`src/rtl/mux8way_merge_pkg.sv`:
```
// rtl/mux8way_merge_pkg.sv - shared constants and types for the 8-to-1 merger (see MUX8WAY_FIXED_PRIO_EN in top)
package mux8way_merge_pkg;

  localparam int NUM_CH    = 8;
  localparam int SEL_W     = 3;
  localparam int DEF_WIDTH = 16;

  typedef logic [SEL_W-1:0] ch_idx_t;

endpackage

```
`src/rtl/mux8way_merge_arb.sv`:
```
// rtl/mux8way_merge_arb.sv - rr_arbiter8: combinational rotate-priority-encode-rotate arbiter
module rr_arbiter8
  import mux8way_merge_pkg::*;
(
  input  logic [NUM_CH-1:0] req,
  input  ch_idx_t           ptr,
  output logic [NUM_CH-1:0] grant,
  output ch_idx_t           grant_idx
);

  logic [2*NUM_CH-1:0] req_dbl;
  logic [NUM_CH-1:0]   rot_req;
  ch_idx_t             offset;
  logic                found;

  // Rotate requests so ptr sits at bit 0, take the lowest set bit, rotate the result back
  always_comb begin
    req_dbl   = {req, req};
    rot_req   = req_dbl[ptr +: NUM_CH];
    offset    = '0;
    found     = 1'b0;
    for (int i = 0; i < NUM_CH; i++) begin
      if (!found && rot_req[i]) begin
        found  = 1'b1;
        offset = ch_idx_t'(i);
      end
    end
    grant_idx = ptr + offset;
    grant     = '0;
    if (found) begin
      grant[grant_idx] = 1'b1;
    end
  end

endmodule

```
`src/rtl/mux8way_merge.sv`:
```
// rtl/mux8way_merge.sv - 8-to-1 valid/ready merger with tagged output register; MUX8WAY_FIXED_PRIO_EN selects fixed priority
module mux8way_merge
  import mux8way_merge_pkg::*;
#(
  parameter int WIDTH = DEF_WIDTH
) (
  input  logic                    clk,
  input  logic                    reset,
  input  logic [NUM_CH-1:0]       in_valid,
  input  logic [NUM_CH*WIDTH-1:0] in_data,
  output logic [NUM_CH-1:0]       in_ready,
  output logic                    out_valid,
  output logic [WIDTH-1:0]        out_data,
  output logic [0:2]              out_sel,
  input  logic                    out_ready
);

  logic              out_valid_q, out_valid_d;
  logic [WIDTH-1:0]  out_data_q,  out_data_d;
  ch_idx_t           out_sel_q,   out_sel_d;

  logic              can_load;
  logic              load;
  ch_idx_t           arb_ptr;
  logic [NUM_CH-1:0] grant;
  ch_idx_t           grant_idx;
  logic [WIDTH-1:0]  grant_data;

`ifdef MUX8WAY_FIXED_PRIO_EN
  // Scan always starts at channel 0, so channel 0 always wins
  assign arb_ptr = '0;
`else
  ch_idx_t rr_ptr_q, rr_ptr_d;

  // Pointer moves just past the last served channel; holds when nothing is taken
  always_comb begin
    rr_ptr_d = rr_ptr_q;
    if (load) begin
      rr_ptr_d = grant_idx + ch_idx_t'(1);
    end
  end

  // Round-robin pointer register
  always_ff @(posedge clk) begin
    if (reset) begin
      rr_ptr_q <= '0;
    end else begin
      rr_ptr_q <= rr_ptr_d;
    end
  end

  assign arb_ptr = rr_ptr_q;
`endif

  rr_arbiter8 u_arb (
    .req       (in_valid),
    .ptr       (arb_ptr),
    .grant     (grant),
    .grant_idx (grant_idx)
  );

  assign can_load = !out_valid_q || out_ready;
  assign load     = !reset && can_load && (|grant);
  assign in_ready = (reset || !can_load) ? '0 : grant;

  // One-hot select of the granted channel's word
  always_comb begin
    grant_data = '0;
    for (int i = 0; i < NUM_CH; i++) begin
      if (grant[i]) begin
        grant_data = in_data[i*WIDTH +: WIDTH];
      end
    end
  end

  // Output stage: refill whenever it is empty or draining, else clear valid on drain
  always_comb begin
    out_valid_d = out_valid_q;
    out_data_d  = out_data_q;
    out_sel_d   = out_sel_q;
    if (load) begin
      out_valid_d = 1'b1;
      out_data_d  = grant_data;
      out_sel_d   = grant_idx;
    end else if (out_valid_q && out_ready) begin
      out_valid_d = 1'b0;
    end
  end

  // Output register; reset drops any held word without a handshake
  always_ff @(posedge clk) begin
    if (reset) begin
      out_valid_q <= 1'b0;
      out_data_q  <= '0;
      out_sel_q   <= '0;
    end else begin
      out_valid_q <= out_valid_d;
      out_data_q  <= out_data_d;
      out_sel_q   <= out_sel_d;
    end
  end

  assign out_valid = out_valid_q;
  assign out_data  = out_data_q;
  // out_sel is declared [0:2] with bit 0 as the LSB of the channel index
  assign out_sel   = {out_sel_q[0], out_sel_q[1], out_sel_q[2]};

endmodule

```
`config.mk`:
```
export PLATFORM = sky130hd
export DESIGN_NAME = mux8way_merge
export DESIGN_NICKNAME = d
export VERILOG_FILES = /design/src/rtl/mux8way_merge_pkg.sv /design/src/rtl/mux8way_merge_arb.sv /design/src/rtl/mux8way_merge.sv
export SDC_FILE = /design/constraint.sdc
export NUM_CORES = 1
export LEC_CHECK = 0
export CAP_MARGIN = 40
export CORE_MARGIN = 2
export CORE_UTILIZATION = 40
export CTS_BUF_LIST = sky130_fd_sc_hd__clkbuf_16
export CTS_CLUSTER_SIZE = 14
export DETAILED_ROUTE_END_ITERATION = 12
export HOLD_SLACK_MARGIN = 0.12
export PLACE_DENSITY = 0.84
export SYNTH_ARGS = -nofsm -noshare
export SYNTH_HDL_FRONTEND = slang
export SYNTH_SLANG_ARGS = --single-unit
export TNS_END_PERCENT = 50
```
`constraint.sdc`:
```
create_clock -name clk -period 10.5 [get_ports clk]
set_input_delay 2.1 -clock clk [delete_from_list [all_inputs] [get_ports clk]]
set_output_delay 2.1 -clock clk [all_outputs]
set_load 0.05 [all_outputs]
```
Yosys cells after proc, flatten, opt, wreduce, memory -nomap -nowiden
Index checks and enable logic that the tools add are counted.
{ "totals": {"mem_bits_rw": 0, "n_memories": 0, "romBits": 0, "latchBits": 0, "regBits": 23} }
{ "classes": {"n_eq_ne": 0, "add_sub_neg": 2, "reduce_logical": 25, "n_bitwise": 0, "n_div": 0, "n_shift": 1, "mul": 0, "order_cmp": 2, "mux": 29} }
{ "ops": {"columns": ["operator", "count"], "rows": [
  ["$mux W16", 8],
  ["$mux W3", 6],
  ["$mux W8", 2],
  ["$shiftx A16 B4 Y8", 1],
  ["$mux W1", 12],
  ["$logic_and A1 B1 Y1", 11],
  ["$logic_not A1 Y1", 10],
  ["$reduce_or A8 Y1", 1],
  ["$lt A3 B4 Y1 const B", 1],
  ["$add A3 B1 Y3 const B", 1],
  ["$add A3 B3 Y3", 1],
  ["$demux W1 S3", 1],
  ["$ge A3 B1 Y1 const B", 1],
  ["$logic_or A1 B1 Y1", 2],
  ["$reduce_bool A2 Y1", 1]
]} }

Depth between registers and ports, before layout
{ "logic_depth": {"word_depth": 37, "depth_mapped": 20} }

Cells and area by module
A second synthesis with hierarchy kept.
{ "hier_totals": {"hier_cells": 392, "area_unflattened_um2": 2975.4} }
{ "by_module_without_submodules": {"columns": ["module", "area_per_inst_um2", "seq_area_each_um2", "instances", "cells_each"], "rows": [
  ["mux8way_merge", 2198.4, 460.4, 1, 297],
  ["rr_arbiter8", 777.0, 0.0, 1, 95]
]} }

Worst setup path before layout
Ideal clock, no wire load.
{ "synth_path": {"path_kind": "in2out", "start": "input port in_valid[0]", "end": "output port in_ready[6]", "required_time_ns": 8.400, "t_arrival_ns": 5.967, "path_slack_ns": 2.433, "path_stages": 14, "cell_sequence": "mux2_2 -> mux2i_1 -> a32o_1 -> nand2_1 -> clkbuf_1 -> o221ai_1 -> ha_1 -> inv_1 -> fa_1 -> clkbuf_1 -> or2_2 -> buf_1 -> clkbuf_1 -> nor3_1"} }
{ "synth_between": {"elab_chain_len": 30} }
{ "synth_lines": {"columns": ["item", "line_no", "rtl"], "rows": [
  ["start: declaration", "mux8way_merge.sv:9", "input logic [NUM_CH-1:0] in_valid,"],
  ["$shiftx A16 B4 Y8 *", "mux8way_merge_arb.sv:19", "rot_req = req_dbl[ptr +: NUM_CH];"],
  ["$mux W1", "mux8way_merge_arb.sv:23", "if (!found && rot_req[i]) begin"],
  ["$logic_not A1 Y1", "mux8way_merge_arb.sv:23", null],
  ["$logic_and A1 B1 Y1", "mux8way_merge_arb.sv:23", null],
  ["$mux W1", "mux8way_merge_arb.sv:23", null],
  ["$logic_not A1 Y1", "mux8way_merge_arb.sv:23", null],
  ["$logic_and A1 B1 Y1", "mux8way_merge_arb.sv:23", null],
  ["$mux W1", "mux8way_merge_arb.sv:23", null],
  ["[14 not listed]", null, null],
  ["$mux W3", "mux8way_merge_arb.sv:23", null],
  ["$add A3 B3 Y3", "mux8way_merge_arb.sv:28", "grant_idx = ptr + offset;"],
  ["$lt A3 B4 Y1 (not written as such) / $ge A3 B1 Y1 (equally long branches)", "mux8way_merge_arb.sv:31", "grant[grant_idx] = 1'b1;"],
  ["$logic_and A1 B1 Y1 (not written as such)", "mux8way_merge_arb.sv:31", null],
  ["$mux W1 (not written as such)", "mux8way_merge_arb.sv:31", null],
  ["$demux W1 S3", null, null],
  ["$mux W8 *", "mux8way_merge_arb.sv:30", "if (found) begin"],
  ["$mux W8 *", "mux8way_merge.sv:64", "assign in_ready = (reset || !can_load) ? '0 : grant;"],
  ["end: declaration", "mux8way_merge.sv:11", "output logic [NUM_CH-1:0] in_ready,"]
]} }
Every way passes the cells marked *; elsewhere a longest branch is shown, timed or not.

Worst setup path in the final report
{ "layout_path": {"start": "input port in_valid[0]", "end": "output port in_ready[7]"} }
The elaborated chain is that of the path after synthesis.

==> metrics.yaml <==
clk_pin_slew_ns: 0.06
grt_pass1_wl_microns: 15400
fmax_mhz: 104
timing_worst_setup_path_type: "in2out"
drive_above_1_share_pct: 11.9
synth_edf_count: 0
setup_tns_ns: 0
seq_area_frac_synth_pct: 15.9
ios: 167
tritoncts: "yes"
initial_utilization_pct: 41.8
hold_viol_final: 0
grt_pass1_vias: 3182
drc: 0
cp-end-kind: "primary output"
synth_ff_type: "dfxtp_1"
arrival_ns: 7.47
cts-buffers-inserted: 3
period_needed_ns: 9.57
cap_violations: 0
die_y_microns: 89.0
drtIter0Drc: 206
dieArea_sq_um: 7910
setup_ws_ns: 0.930
outcome: "completed"
cp.required_ns: 8.40
place_area_sq_um: 4560
numPortBuffers: 166
cellLeakagePower_nw: 1.70
wire_per_inst_microns: 17.8
final_cells: 575
post-route-period-util_pct: 91.1
grt_max_degree: 38
finalSetupViolCount: 0
yosys_warnings: 0
clock-root-buffer: "clkbuf_16"
drv_slew: 0
hold_slack_ns: 0.454
synth.distinct_cells: 45
track_usage_pct: 24.5
hold_path_class: "reg2reg"
syn_avg_cell_area_sq_um: 8.62
async_flop_share_pct: 0
dp.cells: 571
clk_latency_ns: 0.26
cts_setup_buffers: 0
gp_congestion: 0.950
antennaDiodeCount: 0
skew_ns: 0.00393
antenna_found_initial: 0
area_growth_pct: 60.5
dr_total_vias: 3396
fp.coreArea_sq_um: 6910
clock_path_buffers: 2
ys_seq_elements: 23
via_per_inst: 5.91
nets: 622
pre_cts_ws_ns: 1.03
grt_overflow: 0
dp_hpwl_microns: 8160
p_per_area_nw_per_um2: 334
postCtsHoldBufs: 0
final_antenna_net_count: 0
utilization_pct: 67.1
rows: 30
worst_slew_pin_slew_ns: 0.849
fin_area_sq_um: 4640
netlist_area_sq_um: 2890
irDropWorstVdd_uv: 150
crit_fanout: 19
synthCells: 335
rsz0062_at_grt: "no"
syn-num-nets: 477
cts.htree.levels: 1
clock-sinks: 23
cts_resized: 0
nFillCells: 583
total_power_mw: 1.55
die_x_microns: 89.0
crit_path_start_kind: "input pin"
max_slew_margin_pct: 43.3
routed_wl_microns: 10200
dr.pass1.iters: 5
-- layout by cell type, fill, tap and decap left out, types with 2 or more instances in the layout --
| master | netlist | routed |
|---|---|---|
| dfxtp_1 | 23 | 23 |
| mux2i_1 | 15 | 15 |
| o31ai_1 | 3 | 3 |
| o221ai_1 | 8 | 8 |
| buf_4 | 0 | 7 |
| nand3_1 | 18 | 18 |
| xor2_1 | 2 | 2 |
| or2_2 | 2 | 2 |
| a21oi_1 | 15 | 15 |
| o211ai_1 | 3 | 3 |
| clkdlybuf4s50_1 | 0 | 166 |
| o221ai_2 | 9 | 9 |
| mux4_2 | 21 | 21 |
| nand2b_1 | 4 | 4 |
| nor2b_1 | 3 | 3 |
| o211a_1 | 4 | 4 |
| clkbuf_16 | 0 | 3 |
| a32o_1 | 2 | 2 |
| a211oi_1 | 2 | 2 |
| a32oi_1 | 3 | 3 |
| inv_1 | 21 | 21 |
| o21a_1 | 2 | 2 |
| nor3_1 | 16 | 15 |
| a221o_1 | 28 | 28 |
| mux2_2 | 5 | 5 |
| nand2_1 | 39 | 39 |
| nor2_1 | 30 | 30 |
| mux2_4 | 2 | 2 |
| o21ai_0 | 6 | 6 |
-- report_power, final --
group | total, mW | switching, mW | leakage (nW) | internal, mW
Combinational | 1.30 | 0.731 | 1.47 | 0.564
Clock | 0.0829 | 0.0316 | 0.0409 | 0.0512
Sequential | 0.170 | 0.0446 | 0.191 | 0.126
Total | 1.55 | 0.807 | 1.70 | 0.741
-- cell usage after synthesis (3+ instances only) --
library cell | n | area, sq um
o211a_1 | 4 | 40.0
a221o_1 | 28 | 280
nand3_1 | 18 | 90.1
o211ai_1 | 3 | 22.5
mux4_2 | 21 | 473
nor2_1 | 30 | 113
o21ai_0 | 6 | 30.0
nor2b_1 | 3 | 18.8
buf_6 | 4 | 45.0
nand2b_1 | 4 | 25.0
o221ai_1 | 8 | 70.1
o221ai_2 | 9 | 135
a32oi_1 | 3 | 26.3
o31ai_1 | 3 | 22.5
nand2_1 | 39 | 146
mux2i_1 | 15 | 150
mux2_2 | 5 | 56.3
buf_1 | 3 | 11.3
dfxtp_1 | 23 | 460
a21oi_1 | 15 | 75.1
buf_2 | 6 | 30.0
clkbuf_1 | 19 | 71.3
nor3_1 | 16 | 80.1
inv_1 | 21 | 78.8
-- worst max-delay path, stage by stage --
cell,delay (ns)
clkdlybuf4s50_1,0.49
mux2_2,0.35
o311ai_0,0.31
o21ai_0,0.24
a211oi_1,0.31
o21ai_0,0.13
o221ai_1,0.13
ha_2,0.20
inv_1,0.05
fa_1,0.46
xnor2_2,0.43
buf_6,0.24
nor4_4,0.07
a21oi_4,0.44
or3_1,0.69
inv_1,0.10
clkdlybuf4s50_1,0.73
-- area by class of cell --
cell class | count | area (sq um) | area share (%)
multi-input cells | 257 | 2170 | 46.8
repair buffers | 174 | 1730 | 37.2
flip-flops and latches | 23 | 460 | 9.93
well taps | 96 | 120 | 2.59
inverters | 21 | 78.8 | 1.70
clock buffers | 3 | 75.1 | 1.62
clock inverters | 1 | 5.00 | 0.108
-- routing by layer --
layer | wire (microns) | up-vias | GRT usage (%)
met4 | 141 | 0 | 4.75
met3 | 737 | 15 | 3.42
met1 | 4010 | 1620 | 30.7
met5 | 0 | - | 0
li1 | - | 1586 | -
met2 | 5350 | 175 | 45.2
-- worst paths after layout --
kind         depth (start not counted)                      start  slack, ns                   endpoint
min reg2reg                          2  out_sel_q[2]$_SDFFE_PP0P_       0.45  out_sel_q[2]$_SDFFE_PP0P_
max reg2reg                         15    arb_ptr[1]$_SDFFE_PP0P_       5.13  out_data[11]$_SDFFE_PP0P_
max                                 17                in_valid[0]       0.93                in_ready[7]
min                                  2  out_sel_q[2]$_SDFFE_PP0P_       0.45  out_sel_q[2]$_SDFFE_PP0P_
-- sequential cells by signal, indices dropped and copies added, names as in the netlist --
register   flops
out_data      16
arb_ptr        3
out_sel_q      3
out_valid      1
-- logic make-up after synthesis --
kind of cell             Yosys count  share of synthesized area (%)
AO/OA/AOI/OAI                     89                           27.4
XOR/XNOR                           4                           1.21
adder cells (fa/ha/maj)            3                           1.56
buffers and inverters             55                           9.40
flip-flops                        23                           15.9
multiplexers                      45                           25.9
AND/OR/NAND/NOR                  116                           18.6
(Power assumes the default switching activity.)
